<file path="config.mk">
export PLATFORM = sky130hd
export DESIGN_NAME = sp_if_ddr_access_fac05
export DESIGN_NICKNAME = d
export VERILOG_FILES = /design/src/rtl/sp_if_ddr_access_fac05.sv
export SDC_FILE = /design/constraint.sdc
export NUM_CORES = 1
export LEC_CHECK = 0
export ABC_CLOCK_PERIOD_IN_PS = 8000
export BUFFER_PORTS_ARGS = -buffer_cell sky130_fd_sc_hd__buf_4
export CAP_MARGIN = 10
export CORE_AREA = 5 5 238 240
export CTS_CLUSTER_DIAMETER = 50
export CTS_CLUSTER_SIZE = 24
export DETAILED_ROUTE_END_ITERATION = 6
export DIE_AREA = 0 0 243 245
export PLACE_DENSITY_LB_ADDON = 0.25
export SETUP_SLACK_MARGIN = 0.3
export SYNTH_ARGS = -nofsm -noshare
export SYNTH_HDL_FRONTEND = slang
export SYNTH_SLANG_ARGS = --single-unit
</file>
<file path="constraint.sdc">
create_clock -name i_clk156m -period 8 [get_ports i_clk156m]
set_input_delay 0.8 -clock i_clk156m [delete_from_list [all_inputs] [get_ports i_clk156m]]
set_output_delay 0.8 -clock i_clk156m [all_outputs]
set_load 0.01 [all_outputs]
</file>
<file path="src/rtl/sp_if_ddr_access_fac05.sv">
// sp_if_ddr_access_fac05: runs one latched DDR command as Avalon-MM bursts between DDR and the Rx/Tx FIFOs.
module sp_if_ddr_access_fac05 #(
  parameter int          BURST_MAX   = 64,
  parameter logic [26:0] AREA_STRIDE = 27'h0400000
) (
  input  logic         i_clk156m,
  input  logic         i_arst,
  input  logic         i_ddr_start,
  input  logic         i_ddr_wxr,
  input  logic [3:0]   i_ddr_area,
  input  logic [26:0]  i_ddr_addr,
  input  logic [31:0]  i_ddr_size,
  output logic         o_ddr_endp,
  output logic         o_busy,
  output logic [26:0]  o_avm_address,
  output logic         o_avm_read,
  output logic         o_avm_write,
  output logic [6:0]   o_avm_burstcount,
  output logic [127:0] o_avm_writedata,
  input  logic         i_avm_waitrequest,
  input  logic [127:0] i_avm_readdata,
  input  logic         i_avm_readdatavalid,
  input  logic [127:0] i_txbuf_data,
  input  logic         i_txbuf_empty,
  output logic         o_txbuf_rdack,
  output logic [127:0] o_rxfifo_wdata,
  output logic         o_rxfifo_wr,
  input  logic         i_rxfifo_afull
);
  typedef enum logic [2:0] {IDLE, LATCH, RD_CMD, RD_DATA, WR, DONE} state_t;
  state_t state_q, state_d;
  logic         start_q, start_d1_q, pend_q, rx_wr_q;
  logic [26:0]  addr_q, base;
  logic [27:0]  rem_q, blen, rem_next;
  logic [6:0]   cnt_q;
  logic [127:0] rx_data_q;
  logic         trig, rd_acc, wr_acc, rd_beat, beat, last_beat;
  logic [3:0]   unused_size;
  assign unused_size = i_ddr_size[3:0];
  // start is registered once before edge detection, so a zero-size command ends 3 cycles after its edge
  assign trig      = start_q & ~start_d1_q;
  assign base      = i_ddr_area <= 4'd3 ? 27'(i_ddr_area[1:0]) * AREA_STRIDE : '0;
  assign blen      = rem_q < 28'(BURST_MAX) ? rem_q : 28'(BURST_MAX);
  assign rem_next  = rem_q - blen;
  assign rd_acc    = o_avm_read & ~i_avm_waitrequest;
  assign wr_acc    = o_avm_write & ~i_avm_waitrequest;
  assign rd_beat   = state_q == RD_DATA & i_avm_readdatavalid;
  assign beat      = rd_beat | wr_acc;
  assign last_beat = cnt_q + 7'd1 == blen[6:0];
  always_ff @(posedge i_clk156m or posedge i_arst)
    if (i_arst) state_q <= IDLE;
    else        state_q <= state_d;
  always_comb begin
    state_d = state_q;
    unique case (state_q)
      IDLE:    state_d = trig ? LATCH : IDLE;
      LATCH:   state_d = i_ddr_size[31:4] == '0 ? DONE : i_ddr_wxr ? WR : RD_CMD;
      RD_CMD:  state_d = rd_acc ? RD_DATA : RD_CMD;
      RD_DATA: state_d = rd_beat && last_beat ? (rem_next == '0 ? DONE : RD_CMD) : RD_DATA;
      WR:      state_d = wr_acc && last_beat ? (rem_next == '0 ? DONE : WR) : WR;
      DONE:    state_d = IDLE;
      default: state_d = IDLE;
    endcase
  end
  // a read request already on the bus stays up even if afull rises while it waits
  always_comb begin
    o_avm_read       = state_q == RD_CMD && (!i_rxfifo_afull || pend_q);
    o_avm_write      = state_q == WR && !i_txbuf_empty;
    o_avm_address    = o_avm_read || o_avm_write ? addr_q : '0;
    o_avm_burstcount = o_avm_read || o_avm_write ? blen[6:0] : '0;
    o_avm_writedata  = o_avm_write ? i_txbuf_data : '0;
    o_txbuf_rdack    = wr_acc;
    o_ddr_endp       = state_q == DONE;
    o_busy           = state_q != IDLE;
    o_rxfifo_wr      = rx_wr_q;
    o_rxfifo_wdata   = rx_data_q;
  end
  always_ff @(posedge i_clk156m or posedge i_arst)
    if (i_arst) begin
      start_q    <= 1'b0;
      start_d1_q <= 1'b0;
      pend_q     <= 1'b0;
      rx_wr_q    <= 1'b0;
      rx_data_q  <= '0;
      addr_q     <= '0;
      rem_q      <= '0;
      cnt_q      <= '0;
    end else begin
      start_q    <= i_ddr_start;
      start_d1_q <= start_q;
      pend_q     <= o_avm_read & i_avm_waitrequest;
      rx_wr_q    <= rd_beat;
      if (rd_beat) rx_data_q <= i_avm_readdata;
      if (state_q == LATCH) begin
        addr_q <= i_ddr_addr + base;
        rem_q  <= {i_ddr_size[31:4]};
        cnt_q  <= '0;
      end else if (beat) begin
        cnt_q <= last_beat ? 7'd0 : cnt_q + 7'd1;
        if (last_beat) begin
          addr_q <= addr_q + blen[26:0];
          rem_q  <= rem_next;
        end
      end
    end
endmodule

</file>
Word-level counts from Yosys, hierarchy flattened
Cells that the tools add are included.
{"block": "totals", "register_bits": 197, "latch_bits": 0, "ram_bits": 0, "mem_bits_ro": 0, "out_inout_bits": 296, "elab_cells": 67, "n_memories": 0}
{"block": "classes", "add_sub_neg": 4, "n_mul": 0, "div": 0, "magnitude_cmp": 2, "eq_ne": 6, "n_shift": 0, "n_mux": 23, "n_bitwise": 8, "reduce_logical": 15}
{"op": "128-bit 2-to-1 mux", "count": 1}
{"op": "28-bit 2-to-1 mux", "count": 4}
{"op": "27-bit 2-to-1 mux", "count": 4}
{"op": "28-bit logical NOT", "count": 2}
{"op": "28-bit by 7-bit < comparator with 1-bit output (second input constant)", "count": 1}
{"op": "7-bit 2-to-1 mux", "count": 4}
{"op": "28-bit subtractor", "count": 1}
{"op": "27-bit by 24-bit adder with 27-bit output", "count": 1}
{"op": "27-bit adder", "count": 1}
{"op": "24-bit 2-to-1 mux", "count": 1}
{"op": "3-bit one-hot mux with 5 select lines", "count": 1}
{"op": "3-bit 2-to-1 mux", "count": 4}
{"op": "7-bit by 1-bit adder with 7-bit output (second input constant)", "count": 1}
{"op": "7-bit equality test", "count": 1}
{"op": "3-bit by 2-bit equality test with 1-bit output (second input constant)", "count": 2}
{"op": "3-bit equality test (second input constant)", "count": 2}
{"op": "1-bit AND", "count": 5}
{"op": "4-bit by 2-bit <= comparator with 1-bit output (second input constant)", "count": 1}
{"op": "1-bit logical AND", "count": 4}
{"op": "1-bit 2-to-1 mux", "count": 4}
{"op": "2-bit nonzero test", "count": 2}
{"op": "3-bit by 1-bit equality test with 1-bit output (second input constant)", "count": 1}
{"op": "3-bit logical NOT", "count": 1}
{"op": "3-bit nonzero test", "count": 1}
{"op": "5 further kinds", "count": 8}

Longest topological paths before layout
Gate-level depths: netlist of the first run.
{"block": "depth", "ltp_word": 7, "ltp_mapped": 20}

Worst setup path after synthesis of the first run
OpenSTA, ideal clock, no wires.
{"block": "synth_timing", "path_kind": "register -> register", "startpoint": "register rem_q[22]", "endpoint": "register addr_q[23]", "setup_ps": 104, "arrival_ps": 4124, "path_slack_ps": 3772, "stages_incl_launch_ff": 18, "path_buffers": 2, "synth_period_minus_slack_ps": 4228, "path_cell_list": "dfrtp_1 -> or4_1 -> nor3_2 -> and3_1 -> buf_4 -> inv_1 -> buf_1 -> ha_1 -> a21oi_1 -> o21ai_0 -> or3_1 -> o211ai_1 -> o211ai_1 -> a211oi_1 -> nand2_1 -> a21o_1 -> xnor2_1 -> a221oi_1"}
{"block": "synth_between", "elab_chain_len": 6, "elab_cells_between_ends": 9, "classes_between": "add/sub (1); order compare (1); eq/ne (1); mux (4); reduce/logical (2)"}
{"element": "from (decl)", "line_no": "34", "rtl": "logic [27:0] rem_q, blen, rem_next;"}
{"element": "from (signal assigned)", "line_no": "96", "rtl": "rem_q <= {i_ddr_size[31:4]};"}
{"element": "from (signal assigned)", "line_no": "102", "rtl": "rem_q <= rem_next;"}
{"element": "28-bit by 7-bit < comparator with 1-bit output", "line_no": "43", "rtl": "assign blen = rem_q < 28'(BURST_MAX) ? rem_q : 28'(BURST_MAX);"}
{"element": "28-bit 2-to-1 mux (*)", "line_no": "43"}
{"element": "27-bit adder", "line_no": "101", "rtl": "addr_q <= addr_q + blen[26:0];"}
{"element": "27-bit 2-to-1 mux", "line_no": "100", "rtl": "if (last_beat) begin"}
{"element": "27-bit 2-to-1 mux", "line_no": "98", "rtl": "end else if (beat) begin"}
{"element": "27-bit 2-to-1 mux", "line_no": "94", "rtl": "if (state_q == LATCH) begin"}
{"element": "to (signal assigned)", "line_no": "95", "rtl": "addr_q <= i_ddr_addr + base;"}
{"element": "to (signal assigned)", "line_no": "101"}
{"element": "to (decl)", "line_no": "33", "rtl": "logic [26:0] addr_q, base;"}
Mark *: on every way between the ends. The rest lies on a longest branch, timed or not. The select of a mux whose other input is x is not followed.
A chain may end at the register's enable or synchronous reset.

Worst setup path in the final report of the first run
Same ends and word-level chain as after synthesis.

==> results list, run 1 <==
* Number of antenna violations at the first check in global routing: 19
- During placement, the flow inserted port buffers numbering 618.
- Number of cell rows: 86
* Post-placement cell area: 0.0166 mm2
- CTS built an H-tree with a depth of 4.
* Post-CTS setup buffers: 0
- Starting utilization of the core area: 20.6%
- Counting I/O delays and the setup requirement, the final critical path takes 5470 ps.
- The final count of pins violating max slew came to 0.
- With fillers left out, the area of the finished cells amounts to 0.0172 mm2.
- Net Switching: 2.33 mW
- Post-synthesis simple-gate area fraction: 35.2%
- The worst setup path is of the reg -> reg kind.
- Combinational power share: 48.7%
- Slew at the pin closest to its max-slew limit: 1010 ps
- Setup violations remaining at the end of the flow were counted as 0.
- Total area of multi-input combinational cells: 0.00598 mm2
- The count of nets left with antenna violations once routing finished came out at 0.
* Wire length of the first global-routing pass: 82,800 um
- Critical Path, Cell by Cell: or4_1 -> nor3_2 -> and3_1 -> inv_1 -> ha_1 -> a21oi_1 -> o21ai_0 -> or3_1 -> o211ai_1 -> o211ai_1 -> a211oi_1 -> nand2_1 -> a21o_1 -> xnor2_1 -> a221oi_1
- The synthesized netlist devotes 9.33% of its cell area to compound gates.
* Clock skew after layout: 12.3 ps
- Area delta synth->final: 53.6%
- Hold-fix buffers, CTS: 0
- TritonCTS built the clock tree.
* Library cell appearing most often on the critical path: o211ai_1
* Power share of the sequential group: 34.6%
- Maximum number of pins on one net before global-route repair: 90
- Number of max-cap violations: 0
* Layout net count: 2,357
* Adder and majority cell fraction of the synthesized area: 3.79%
- Final Power: 5.45 mW
- For the worst-skew pair, the clock arrives at the later sink with an insertion delay of 490 ps.
* Synthesized cell area: 0.0112 mm2
- Achievable frequency: 0.183 GHz
* Floorplan die area: 0.0595 mm2
- Averaged over all synthesized cells, the footprint is 7.93 um2.
* Worst path slowest cell: and3_1
- Number of buffers created by CTS: 17
* Peak supply drop: 0.241 mV
- Largest family of logic cells by synthesized area: simple AND/OR/NAND/NOR gates
- Counting flops with an async set or reset pin after synthesis yields a share of 100%.
* Sequential cell area: 0.00493 mm2
- The final count of hold timing violations came to 0.
* Root buffer cell: clkbuf_16
- Min-delay worst type: in -> async
- Floorplan core area: 0.0544 mm2
- Count of unique library cells instantiated by Yosys: 59
- The clock drives 197 sinks.
- Setup Total Neg Slack: 0 ps
* Vias after detailed routing: 12.0k
- After the flow finishes, the layout carries non-filler instances totaling 2,720.
- Sw Ratio: 42.9%
- Setup repair after global routing left no endpoint under its margin.
- Number of violations reported at the end of detailed-routing iteration 0: 626
- Routed WL: 58,200 um
* EDFF count, synth: 0
- Global routing finished with a remaining overflow of 0.
- After Yosys synthesis, XOR and XNOR cells account for 3.75% of the synthesized area.
- Number of global-route vias before repair: 12.2k
- Share of synthesized area occupied by flip-flops and latches: 44.0%
- Per report_power, the clock group accounts for 16.7% of the total.
- Post-cts gate resize count: 0
* Total iterations of the first detailed-routing run: 5
- Timing analysis after detailed placement gives a worst setup slack of 2620 ps.
- Post-Synthesis Cells: 1,414
- Die height: 245 um
- All-Layer GR Usage: 18.7%
* Worst slew margin: 31.6%
* Reg clk slew, reported paths: 80 ps
* Worst Setup End Kind: flip-flop
- Biggest fanout along the worst timing path: 16
* Top_reg_cell synth: dfrtp_1
- Final GP Congestion: 0.875
- The filler cells instantiated in the layout total 5,840.
- The post-route netlist has 33.8% of its cells at a drive strength greater than 1.
- Buffers from clock root to sink, at most: 2
- Once detailed placement completed, the half-perimeter wirelength came to 47,500 um.
* Final setup margin: 2530 ps
- For this design the ratio of total power to cell area is 316 mW/mm2.
- From left edge to right edge, the die measures 243 um.
* Data required time of the critical path: 8390 ps
* Number of remaining DRC errors: 0
* Leakage: 8.86 nW
- Warning count from the yosys run: 0
- Multiplexer share of the synthesized area: 0.469%
- CP arrival: 5860 ps
- In the final routed layout, each cell accounts on average for 21.4 um.
- Ports placed on the boundary: 623
- The internal power of the cells totals 3.11 mW.
- Run status: completed
* Number of synthesized register bits: 197
- Final worst-path cycle share: 68.4%
- Number of vias per cell after detailed routing: 4.41
- Largest stage delay on the critical path: 630 ps
* CP Launch Type: flip-flop
- The number of placed instances, taps included, is 2,682.
-- critical path, delay by kind of cell (launching register included) --
family | cells | cell delay, ps
fa+ha+maj | 1 | 490
simple gates | 5 | 2070
xor+xnor | 1 | 130
compound gates | 7 | 1810
flops | 1 | 420
buf+inv | 1 | 450
-- layer usage --
layer / up-vias / global-route usage, % / wire, um
li1: 5768 / - / -
met2: 446 / 27.9 / 25800
met1: 5727 / 25.1 / 26000
met3: 38 / 7.83 / 5560
met5: - / 0 / 55
met4: 8 / 4.91 / 833
-- metrics by stage --
stage | hold slack [ps] | util, %
3_5_place_dp | 369 | 30.5
6_report | 370 | 31.6
4_1_cts | 350 | 31.6
3_3_place_gp | 365 | 30.5
5_1_grt | 392 | 31.6
2_1_floorplan | 346 | -
-- flip-flops by register name, summed over array words and instances (netlist names) --
signal	cells
o_rxfifo_wdata	128
rem_q	28
addr_q	27
cnt_q	7
state_q	3
o_rxfifo_wr	1
pend_q	1
start_d1_q	1
start_q	1
-- power groups by stage --
stage	clock, mW	combinational [mW]	sequential (mW)
finish	0.909	2.65	1.89
global placement	0	2.64	1.87
global route	0.978	2.95	1.96
CTS	0.947	2.66	1.89
floorplan	0	1.29	1.92
detailed placement	0	2.66	1.88
-- worst paths after layout --
check | start | endpoint | slack (ps) | depth (start not counted)
min in group i_clk156m | start_q | start_d1_q | 370 | 0
setup reg to reg | rem_q[22] | addr_q[23] | 2530 | 15
hold / removal | i_arst | o_rxfifo_wdata[81] | 370 | 2
hold reg to reg | start_q | start_d1_q | 370 | 0
max in group asynchronous | i_arst | o_rxfifo_wdata[100] | 6250 | 3
setup / recovery | rem_q[22] | addr_q[23] | 2530 | 15
-- placed cells by master, fill, tap and decap left out, drive strengths merged, types with 20 or more instances in the layout --
master  synthesis  routed
conb            2      20
ha             30      30
inv            20      27
and2          135     135
nor2b          37      37
o21ai          64      64
dfrtp         197     197
xnor2          29      29
nand2         486     486
a21oi          43      43
buf             7     628
nor2           78      78
-- synthesized netlist by cell type (all sizes together), types with 20 or more instances --
| library cell | instances | area (um2) |
|---|---|---|
| and2 | 135 | 845 |
| ha | 30 | 375 |
| nand2 | 486 | 1820 |
| a21oi | 43 | 215 |
| dfrtp | 197 | 4930 |
| o21ai | 64 | 320 |
| nor2b | 37 | 231 |
| xnor2 | 29 | 254 |
| nor2 | 78 | 293 |
| clkbuf | 75 | 282 |
| inv | 20 | 75.1 |
-- logic make-up (layout without fill, tap and decap cells) --
logic type | after synthesis | count (layout)
and+or+nand+nor | 852 | 852
DFF | 197 | 197
AOI/OAI and AO/OA | 175 | 175
buffers and inverters | 102 | 681
xor gates and xnor gates | 48 | 48
adders and majority gates | 33 | 33
muxes | 5 | 5
other | 2 | 25
-- final cells by class --
type                    count  area share, %
inverters                  20          0.501
well taps                 704           5.11
diodes                      5         0.0726
clock inverters            15           1.05
clock buffers              17           2.47
multi-input cells        1133           34.7
flip-flops and latches    197           28.6
repair buffers            629           27.4
(Power assumes the default switching activity.)
==> run 2: changes to the inputs <==
- ABC_CLOCK_PERIOD_IN_PS: 8000 -> 5300
- clock period: 8 -> 5.3 ns (I/O delays scaled with it)
==> run 2 against run 1 <==
Setup slack got worse by 1800 ps. Critical endpoint unchanged. Critical path type unchanged. Global-route usage shrank 0.17 points. Sequential power is 50% higher. Clock skew grew 3.3 ps.
==> results list, run 2 (synthesized netlist as in run 1, its figures left out) <==
- Sw Ratio: 42.9%
- Global route overflow: 0
* Sequential cell area: 0.00493 mm2
- Reg clk slew, reported paths: 80 ps
- The final count of hold timing violations is 0.
- For the worst-skew pair, the clock arrives at the later sink with an insertion delay of 490 ps.
- Root buffer cell: clkbuf_16
- For this design the static power due to leakage is 8.87 nW.
- Port Buffer Count: 618
* Slew at the pin closest to its max-slew limit: 906 ps
* H-tree level count: 4
* Floorplan core area: 0.0544 mm2
- Flip-flop count of the largest register, all copies and words added: 128
- Layout net count: 2,362
- Entering global routing, the biggest net connects 128 pins.
* Die width: 243 um
* Number of cell rows: 86
- Min-delay worst type: in -> async
* Wire length of the first global-routing pass: 82,800 um
* Post-detail-place hpwl: 47,100 um
* Final worst-path cycle share: 85.9%
- The smallest clock period supported by the final layout is computed as 4550 ps.
* Final GP Congestion: 0.862
* Starting utilization of the core area: 20.6%
* Worst Setup End Kind: flip-flop
- TritonCTS Sinks: 197
- Number of max-cap violations: 0
- At the end of the flow the core is filled with cells to 31.7%.
- Count of fill cells added during filler insertion: 5,812
- The number of global-route vias before repair is 12.2k.
- Along the worst path, the maximum fanout reaches 6.
- STA puts the critical path data required time at 5690 ps.
- Setup violations remaining at the end of the flow were counted as 0.
- Sequential cells account for 34.4% of the total power.
- Buffers from clock root to sink, at most: 2
- After detailed routing, the number of vias per cell comes to 4.35.
- Setup Total Neg Slack: 0 ps
- Portion of total power attributed to the clock network: 16.8%
- Setup repair after global routing missed its margin: no
- Combinational power share: 48.8%
- CP arrival: 4940 ps
* Pwr/cell area: 477 mW/mm2
* Total area of multi-input combinational cells: 0.00599 mm2
* Number of antenna violations at the first check in global routing: 8
* Area delta synth->final: 54.1%
* Worst Path Class, Setup: reg -> reg
* CTS tree: built
- For this block, the initial DRC count from the detailed router was 675.
- Run status: completed
- Dividing the detail-routed wire length by the instance count gives 21.1 um.
- The analysis attributes to net switching a power of 3.54 mW.
- Total iterations of the first detailed-routing run: 5
* Achievable frequency: 0.220 GHz
* All-Layer GR Usage: 18.5%
- The count of nets left with antenna violations once routing finished came out at 0.
* Worst slew margin: 39.6%
- Peak supply drop: 0.267 mV
* Most common library cell in the layout ignoring fill and taps: buf_4
- The final route contains 11.9k vias.
- Buffers inserted during clock tree synthesis total 17.
- The library cells used most frequently in the layout, excluding fill and tap cells, are buf_4 (631), nand2_1 (486), dfrtp_1 (197).
- Post-CTS setup buffers: 0
- Layout cell share with drive strength beyond 1: 34.0%
* Clock skew after layout: 15.6 ps
- From bottom edge to top edge, the die measures 245 um.
* Ports placed on the boundary: 623
- Count of final max-slew check failures: 0
* CP Launch Type: flip-flop
- The internal portion of the total power is 4.71 mW.
* Number of remaining DRC errors: 0
* Routed WL: 57,500 um
- The floorplan step defined a die boundary enclosing 0.0595 mm2.
run 2: layout make-up:
type	count	share of cell area (%)
Clock buffer	17	2.46
Multi-Input combinational cell	1133	34.6
Timing Repair Buffer	634	27.7
Antenna cell	6	0.0869
Inverter	20	0.478
Tap cell	704	5.10
Clock inverter	15	1.05
Sequential cell	197	28.5
run 2: path summary, 6_finish.rpt:
check,from,endpoint,slack (ps),depth (start not counted)
worst max register to register,rem_q[22],addr_q[23],750,15
max in group asynchronous,i_arst,state_q[0],3920,3
worst min-delay path,i_arst,o_rxfifo_wdata[89],110,2
min in group i_clk156m,i_ddr_start,start_q,160,1
worst max-delay path,rem_q[22],addr_q[23],750,15
worst min register to register,start_q,start_d1_q,380,0
run 2: timing repair:
action                                  in CTS  in global routing
hold buffers                                 0                  0
endpoints found under the setup margin       0                  1
resized for setup                            0                  1
run 2: metrics by stage:
| stage | power [mW] | cell area [um2] | std cells | worst slack [ps] | hold WS [ps] |
|---|---|---|---|---|---|
| after global routing | 8.91 | 17300 | 2723 | 430 | 122 |
| after CTS | 8.31 | 17300 | 2719 | 582 | 85.3 |
| after global placement | 6.82 | 16700 | 2687 | 724 | 366 |
| after detailed placement | 6.87 | 16700 | 2687 | 635 | 367 |
| after floorplan | 4.85 | 11300 | 1432 | 1070 | 346 |
| final | 8.25 | 17300 | 2726 | 749 | 108 |
run 2: routing by layer:
metal  GRT usage, %  vias up  wire (um)
met3           7.07       33       4790
li1               -     5777          -
met2           28.4      396      25900
met4           4.24        2        716
met1           24.9     5657      26000
met5              0        -         13
run 2: worst max-delay path, stage by stage (launching register included):
cell	delay, ps
dfrtp_1	420
or4_1	610
nor3_2	330
and3_1	340
inv_1	90
ha_1	360
a21oi_1	160
o21ai_0	120
or3_1	350
o211ai_1	290
o211ai_1	270
a211oi_2	360
nand2_1	130
a21o_1	220
xnor2_1	140
a221oi_1	270
run 2: power groups by stage:
| stage | Combinational [mW] | Clock (mW) | Sequential, mW |
|---|---|---|---|
| after global placement | 4.01 | 0 | 2.81 |
| after detailed placement | 4.03 | 0 | 2.83 |
| final | 4.03 | 1.38 | 2.84 |
| after global routing | 4.47 | 1.49 | 2.95 |
| after floorplan | 1.94 | 0 | 2.91 |
| after CTS | 4.03 | 1.44 | 2.84 |
==> run 3: changes to the inputs <==
- ABC_CLOCK_PERIOD_IN_PS: 5300 -> 4900
- CAP_MARGIN: 10 -> default
- clock period: 5.3 -> 4.9 ns (I/O delays scaled with it)
==> run 3 against run 2 <==
Cell area up 0.48%. Maximum frequency rose by 5.3%. Die area unchanged. Wire length up 0.49%. Critical path type unchanged. Sequential power increased by 8.1%. Setup slack lost 170 ps. Non-clock buffer count up 3. Clock skew increased by 6.2 ps. Combinational power up 8.4%. Register-to-register slack worse by 170 ps. Utilization is 0.15 points higher. Sequential share of layout area is 0.14 points lower.
==> results list, run 3 (synthesized netlist as in run 1, its figures left out) <==
* Internal Dissipation: 5.25 mW
* Root buffer cell: clkbuf_16
- Floorplan die area: 0.0595 mm2
- Worst slew margin: 34.2%
* Number of buffers created by CTS: 17
- Relative to the synthesized area, the layout overhead comes to 54.9%.
* Number of non-filler instances in the completed layout: 2,731
- Shortest period the worst path allows: 4320 ps
- Global routing finished with a remaining overflow of 0.
- H-tree level count: 4
* Flip-flop count of the largest register, all copies and words added: 128
* Final GP Congestion: 0.871
- Per report_power, the clock group accounts for 17.4% of the total.
- Worst Path Class, Setup: reg -> reg
* Post-detail-place hpwl: 47,300 um
- Setup Total Neg Slack: 0 ps
- Once placement completed, the tool counted placed cells totaling 2,691.
* Power share of the sequential group: 34.1%
- Leakage: 8.91 nW
* Starting utilization of the core area: 20.6%
* Vias after detailed routing: 12.0k
- Reg clk slew, reported paths: 80 ps
- Total area of multi-input combinational cells: 0.00600 mm2
- During I/O placement, the number of pins put on the boundary was 623.
- Top Layer Used: met5
* Number of violations reported at the end of detailed-routing iteration 0: 655
- In this run the worst path has a maximum fanout of 7.
- The initial antenna violation count was 13.
* Layout net count: 2,365
- Dividing the final minimum period by the clock period gives 88.2%.
* Die height: 245 um
- Run status: completed
- VDD sags by at most 0.278 mV.
- The final count of hold timing violations is 0.
- Number of vias per cell after detailed routing: 4.39
* All-Layer GR Usage: 18.7%
- Timing would allow up to 0.231 GHz.
- Die width: 243 um
* Total iterations of the first detailed-routing run: 5
- Slew at the pin closest to its max-slew limit: 987 ps
* Min-delay worst type: in -> reg
* Number of global-route vias before repair: 12.3k
- M1 WL: 25,300 um
- In this run, post-CTS hold repair placed 0 buffers.
- Routed wirelength normalized by instance count: 21.1 um
* Maximum number of pins on one net before global-route repair: 130
- Cells with a size suffix above 1 make up 34.1% of the layout.
- Final setup margin: 578 ps
- Port Buffer Count: 618
- Commonest cells after routing, fill and taps aside: buf_4 (634), nand2_1 (486), dfrtp_1 (197)
- The core region is 0.0544 mm2.
- The initialized floorplan defines 86 standard-cell rows.
* Worst setup slack after placement: 340 ps
- Routed WL: 57,700 um
- Met3 wire length: 5400 um
- Summing internal, switching and leakage power gives 9.01 mW.
* Post-CTS setup buffers: 0
- TritonCTS built the clock tree.
* CP arrival: 4710 ps
* Pwr/cell area: 519 mW/mm2
- Sequential cell area: 0.00493 mm2
- Net Switching: 3.76 mW
- Across the run, the number of max-cap violations was 0.
* Worst Setup End Kind: flip-flop
* Buffers from clock root to sink, at most: 2
- Count of fill cells added during filler insertion: 5,849
* Final Util: 31.9%
* Clock skew after layout: 21.8 ps
* Clock latency reported for the late side of the worst-skew pair: 490 ps
- Wire length of the first global-routing pass: 83,200 um
- Sw Ratio: 41.7%
- The final count of pins violating max slew is 0.
- Routed wire length on met2: 26,500 um
- CTS saw 197 sinks.
- Setup repair after global routing missed its margin: yes
* CP Launch Type: flip-flop
- After detailed routing, the number of remaining DRC violations is 0.
- Combinational cells account for 48.5% of the total power.
* Data required time of the critical path: 5290 ps
- # setup viols final: 0
- The count of nets left with antenna violations once routing finished came out at 0.
- Most common library cell in the layout ignoring fill and taps: buf_4
run 3: what timing repair did:
| item | 4_1_cts | 5_1_grt |
|---|---|---|
| endpoints found under the setup margin | 1 | 8 |
| hold endpoints to repair | 0 | 0 |
| gates resized for setup | 1 | 4 |
run 3: worst max-delay path, cell delays in order, from the launching register on:
cell and delay (ps):
dfrtp_1 410, or3_1 480, nor4b_4 310, and3_4 300
inv_1 70, ha_1 350, a21oi_1 210, o21ai_0 150
or3_1 340, o211ai_1 300, o211ai_1 220, a211oi_2 350
nand2_1 130, a21o_1 220, xnor2_1 130, a221oi_1 270
run 3: final cells by class:
| class | count | share of cell area [%] |
|---|---|---|
| Clock buffer | 19 | 2.55 |
| Multi-Input combinational cell | 1133 | 34.6 |
| Timing Repair Buffer | 637 | 27.8 |
| Clock inverter | 13 | 1.09 |
| Sequential cell | 197 | 28.4 |
| Antenna cell | 8 | 0.115 |
| Tap cell | 704 | 5.07 |
| Inverter | 20 | 0.476 |
run 3: metal layers:
| metal | up-vias | GRT usage, % |
|---|---|---|
| li1 | 5786 | - |
| met1 | 5741 | 24.6 |
| met2 | 428 | 28.2 |
| met3 | 31 | 7.93 |
| met4 | 4 | 5.32 |
| met5 | - | 0 |
run 3: worst paths after layout:
| path | slack [ps] | cells past startpoint | start | endpoint |
|---|---|---|---|---|
| max in group asynchronous | 3640 | 4 | i_arst | o_rxfifo_wr |
| worst max-delay path | 580 | 15 | rem_q[24] | addr_q[23] |
| worst min-delay path | 120 | 1 | i_ddr_start | start_q |
| worst min register to register | 380 | 0 | start_q | start_d1_q |
| worst max register to register | 580 | 15 | rem_q[24] | addr_q[23] |
| min in group asynchronous | 140 | 3 | i_arst | o_rxfifo_wdata[86] |
run 3: power by group through the flow:
stage | logic [mW] | registers (mW) | clock network [mW]
6_report | 4.37 | 3.07 | 1.57
5_1_grt | 4.88 | 3.19 | 1.69
4_1_cts | 4.39 | 3.07 | 1.64
3_5_place_dp | 4.39 | 3.06 | 0
3_3_place_gp | 4.35 | 3.04 | 0
2_1_floorplan | 2.10 | 3.14 | 0
run 3: per-stage QoR:
step	cell area [um2]	hold slack (ps)
final	17400	125
after global placement	16700	367
after detailed placement	16700	364
after global routing	17400	76.2
after CTS	17300	58.5
after floorplan	11300	346
